--- config.mk ---
export PLATFORM = sky130hd
export DESIGN_NAME = pwm_deadtime_gen
export DESIGN_NICKNAME = d
export VERILOG_FILES = /design/src/rtl/pwm_deadtime_gen.sv
export SDC_FILE = /design/constraint.sdc
export NUM_CORES = 1
export LEC_CHECK = 0
export BUFFER_PORTS_ARGS = -buffer_cell sky130_fd_sc_hd__buf_2
export CAP_MARGIN = 10
export CORE_AREA = 2 2 39 41
export CTS_BUF_LIST = sky130_fd_sc_hd__clkbuf_4
export DETAILED_ROUTE_END_ITERATION = 10
export DIE_AREA = 0 0 41 43
export MAX_ROUTING_LAYER = met4
export PLACE_DENSITY = 0.78
export REMOVE_ABC_BUFFERS = 1
export SLEW_MARGIN = 10
export SYNTH_ARGS = -nofsm -noshare
export SYNTH_HDL_FRONTEND = slang
export SYNTH_SLANG_ARGS = --single-unit
--- constraint.sdc ---
create_clock -name clk_in -period 4.2 [get_ports clk_in]
set_input_delay 0 -clock clk_in [delete_from_list [all_inputs] [get_ports clk_in]]
set_output_delay 0 -clock clk_in [all_outputs]
set_load 0.01 [all_outputs]
--- src/rtl/pwm_deadtime_gen.sv ---
// pwm_deadtime_gen: complementary high/low gate drive from one PWM bit with programmable dead time.
// Outputs are registered and decoded from the next state, so the two gates can never overlap.
module pwm_deadtime_gen #(
    parameter int DT_BITS = 4
) (
    input  logic               clk_in,
    input  logic               rst,
    input  logic               en,
    input  logic               pwm_in,
    input  logic [DT_BITS-1:0] dt_cfg,
    output logic               hs_out,
    output logic               ls_out,
    output logic               dt_active,
    output logic               swallow
);
    typedef enum logic [2:0] {S_OFF, S_LOW, S_DT_RISE, S_HIGH, S_DT_FALL} state_t;
    state_t state_q, state_d;
    logic pwm_s_q;
    logic [DT_BITS-1:0] cnt_q, cnt_d, dt_lat_q, dt_lat_d, dt_eff;
    logic hs_q, hs_d, ls_q, ls_d, dt_q, dt_d, swallow_q, swallow_d;
    logic in_band, to_band;
    assign in_band = (state_q == S_DT_RISE) || (state_q == S_DT_FALL);
    assign to_band = (state_d == S_DT_RISE) || (state_d == S_DT_FALL);
    assign dt_eff  = (dt_cfg == '0) ? DT_BITS'(1) : dt_cfg;
    always_comb begin
        state_d   = state_q;
        swallow_d = 1'b0;
        case (state_q)
            S_OFF:     state_d = pwm_s_q ? S_DT_RISE : S_DT_FALL;
            S_LOW:     state_d = pwm_s_q ? S_DT_RISE : S_LOW;
            S_HIGH:    state_d = pwm_s_q ? S_HIGH : S_DT_FALL;
            S_DT_RISE: begin
                swallow_d = !pwm_s_q;
                state_d   = !pwm_s_q ? S_LOW : (cnt_q == DT_BITS'(1)) ? S_HIGH : S_DT_RISE;
            end
            S_DT_FALL: begin
                swallow_d = pwm_s_q;
                state_d   = pwm_s_q ? S_HIGH : (cnt_q == DT_BITS'(1)) ? S_LOW : S_DT_FALL;
            end
            default:   state_d = S_OFF;
        endcase
        // Disable is a pure turn-off: no dead band, no swallow report.
        if (!en) begin
            state_d   = S_OFF;
            swallow_d = 1'b0;
        end
        dt_lat_d = (to_band && !in_band) ? dt_eff : dt_lat_q;
        cnt_d    = (to_band && !in_band) ? dt_eff :
                   (in_band && cnt_q > DT_BITS'(1)) ? cnt_q - DT_BITS'(1) : cnt_q;
        hs_d     = state_d == S_HIGH;
        ls_d     = state_d == S_LOW;
        dt_d     = to_band;
    end
    always_ff @(posedge clk_in or posedge rst) begin
        if (rst) begin
            state_q   <= S_OFF;
            pwm_s_q   <= 1'b0;
            cnt_q     <= '0;
            dt_lat_q  <= '0;
            hs_q      <= 1'b0;
            ls_q      <= 1'b0;
            dt_q      <= 1'b0;
            swallow_q <= 1'b0;
        end else begin
            state_q   <= state_d;
            pwm_s_q   <= pwm_in;
            cnt_q     <= cnt_d;
            dt_lat_q  <= dt_lat_d;
            hs_q      <= hs_d;
            ls_q      <= ls_d;
            dt_q      <= dt_d;
            swallow_q <= swallow_d;
        end
    end
    assign hs_out    = hs_q;
    assign ls_out    = ls_q;
    assign dt_active = dt_q;
    assign swallow   = swallow_q;
endmodule
==> run_results.csv <==
group,metric,value,unit
synth,ys.flop_type,"dfrtp_1",
cts,clk_latency,280,ps
power_and_ir_drop,power.leakage,0.000394,uW
setup_path,cp-start-kind,"flop",
sta,hold_viol,0,
routing,vias,568,
power_and_ir_drop,irDropWorstVdd,0.000277,V
layout,num-nets-final,103,
global_route,grt_usage,19.0,%
layout,multi_input_area,399,um2
sta,setup-tns-final,0,ps
setup_path,criticalPathCategory,"reg2reg",
layout,seq_area,300,um2
sta,period_share,42.3,%
routing,ant_nets,0,
routing,first_pass_iters,4,
placed_design,place_area,786,um2
power_and_ir_drop,p_total,366,uW
setup_path,slowest_delay,600,ps
synth,synth-warning-count,0,
synth,ys_types,31,
synth,synth_area_leaders,"dfrtp_1 41%, mux2_2 4.6%, nor2_1 3.6%",
routing,wl,1.29,mm
cts,cts_root_buffer,"clkbuf_4",
synth,async_reset_ff_share,100,%
floorplan,start_util,52.7,%
setup_path,cp_common_cell,"mux2_2",
setup_path,path_buf_inv,0,
placed_design,io_buffers,11,
routing,drc_errors,0,
synth,synth_commonest_cells,"12 x dfrtp_1, 7 x nor2_1, 5 x nand2_1, 4 x o21ai_0",
synth,syn_area,729,um2
layout,drive_above_1_share,22.0,%
layout,fill_cells,127,
global_route,grt_pass1_vias,495,
cts,clkTransAtPathRegs,70,ps
layout,diodes,0,
sta,slew_viol_final,0,
sta,finClkSkew,5.83,ps
routing,post_drt_via_cell_ratio,5.31,
cts,cts_buffer_depth,2,
sta,fmax,0.563,GHz
sta,setup_violations,0,
synth,synth_most_common_cell,"dfrtp_1",
floorplan,die_h,43,um
synth,synth.top_cell.area_share,41.2,%
synth,synth-edff-count,0,
layout,syn_to_final_growth,17.7,%
synth,syn_area_per_cell,9.60,um2
setup_path,critPathSlowestCell,"dfrtp_1",
global_route,grt_max_degree,15,
synth,syn_inst,76,
floorplan,io_pins,12,
setup_path,arrival,1940,ps
setup_path,endpoint_kind,"flop",
setup_path,crit_fanout,14,
layout,stdcell_area,858,um2
placed_design,place.gp.congestion,0.757,
global_route,antenna_found_initial,0,
floorplan,rows,14,
power_and_ir_drop,power.density,427,nW/um2
floorplan,dieArea,1760,um2
worst_hold_path,hold_class,"in2reg",
routing,drtIter0Drc,5,
run_status,status,"finished clean",
sta,rsz0062_at_grt,"false",
setup_path,cp_top_family,"multiplexers",
cts,cts_tree,"yes",
cts,cts_max_level,1,
sta,fin_crit,1780,ps
synth,ys_seq_area_share,41.2,%
setup_path,crit_required,4370,ps
sta,tightest_slew,455,ps
setup_path,path_cells,"xnor2_1 -> nor3b_1 -> mux2_2 -> mux2_2",
layout,final_util,62.0,%
global_route,grt_pass1_wl,2.15,mm
run,drv_cap,0,
synth,yosysTopAreaCell,"dfrtp_1",
global_route,grt.overflow.total,0,
sta,relSlewSlack,69.6,%
synth,ys_ff_latch,12,
routing,wl_per_cell,12.1,um
floorplan,fp.dieW,41,um
cts,cts.sinks,12,
floorplan,core,1380,um2
placed_design,hpwl,960,um
cts,cts_made_buffers,3,
cells by family after synthesis:
kind of cell,share of synthesized area [%]
DFF,41.2
buffers and inverters,4.12
xor gates and xnor gates,3.60
muxes,7.38
AOI/OAI and AO/OA,16.6
and+or+nand+nor,23.7
adders and majority gates,3.43
area by class of cell:
class                   count  area share, %
inverters                   3           1.31
clock buffers               3           2.62
flip-flops and latches     12           35.0
well taps                  16           2.33
multi-input cells          57           46.5
repair buffers             16           12.2
per-layer routing:
| metal | up-vias | GRT usage [%] | routed length, um |
|---|---|---|---|
| li1 | 292 | - | - |
| met3 | 2 | 3.14 | 44 |
| met1 | 264 | 25.2 | 597 |
| met5 | - | - | 0 |
| met2 | 10 | 28.1 | 630 |
| met4 | 0 | 8.00 | 19 |
worst paths after layout:
| kind | slack, ps | start | end | depth (start not counted) |
|---|---|---|---|---|
| max | 2420 | state_q[2]$_DFF_PP0_ | cnt_q[2]$_DFFE_PP0P_ | 4 |
| min | 7 | dt_cfg[3] | cnt_q[3]$_DFFE_PP0P_ | 3 |
| max reg2reg | 2420 | state_q[2]$_DFF_PP0_ | cnt_q[2]$_DFFE_PP0P_ | 4 |
| min reg2reg | 610 | cnt_q[1]$_DFFE_PP0P_ | cnt_q[3]$_DFFE_PP0P_ | 3 |
| max in group asynchronous | 3620 | rst | state_q[0]$_DFF_PP0_ | 3 |
| min in group asynchronous | 260 | rst | state_q[2]$_DFF_PP0_ | 3 |
where the power goes:
group	switching, uW	internal (uW)
combinational	61.7	68.0
clock	38.1	33.3
sequential	27.9	137
state kept, by name, summed over array words and instances, names as in the netlist:
signal,count
hs_out,1
ls_out,1
dt_active,1
state_q,3
cnt_q,4
pwm_s_q,1
swallow,1
worst min-delay path: cells and delay by family:
kind | cells | cell delay (ps)
and+or+nand+nor | 1 | 60
AOI/OAI and AO/OA | 1 | 80
buffers and inverters | 1 | 100
stage by stage:
stage / hold WS [ps] / cells / setup WS [ps]
6_report: 7.07 / 107 / 2420
5_1_grt: 34.7 / 107 / 2310
4_1_cts: 9.65 / 107 / 2430
3_5_place_dp: 35.8 / 99 / 2440
3_3_place_gp: 24.8 / 99 / 2480
2_1_floorplan: -135 / 72 / 2580
layout by cell type, fill, tap and decap left out, drive strengths merged:
master | Yosys | final
ha | 2 | 2
nand2b | 2 | 2
o41ai | 1 | 1
o211ai | 2 | 2
or2 | 1 | 1
a21o | 1 | 1
nor3 | 2 | 2
and3 | 2 | 2
clkbuf | 1 | 3
nand3b | 2 | 2
dfrtp | 12 | 12
a211oi | 1 | 1
a211o | 1 | 1
nand3 | 2 | 2
dlygate4sd3 | 0 | 5
nor2 | 7 | 7
mux2i | 2 | 2
nor2b | 3 | 3
a2bb2oi | 1 | 1
buf | 3 | 11
and2 | 1 | 1
and3b | 1 | 1
a21boi | 1 | 1
mux2 | 3 | 3
xnor2 | 3 | 3
nand2 | 5 | 5
o21ai | 4 | 4
a21bo | 1 | 1
nor3b | 3 | 3
inv | 3 | 3
a21oi | 3 | 3
what timing repair did:
| action | 4_1_cts | 5_1_grt |
|---|---|---|
| gates resized for setup | 0 | 0 |
| hold endpoints to repair | 16 | 0 |
| hold buffers | 5 | 0 |
| setup buffers | 0 | 0 |
Note: power is estimated with default switching activity, not from simulation.
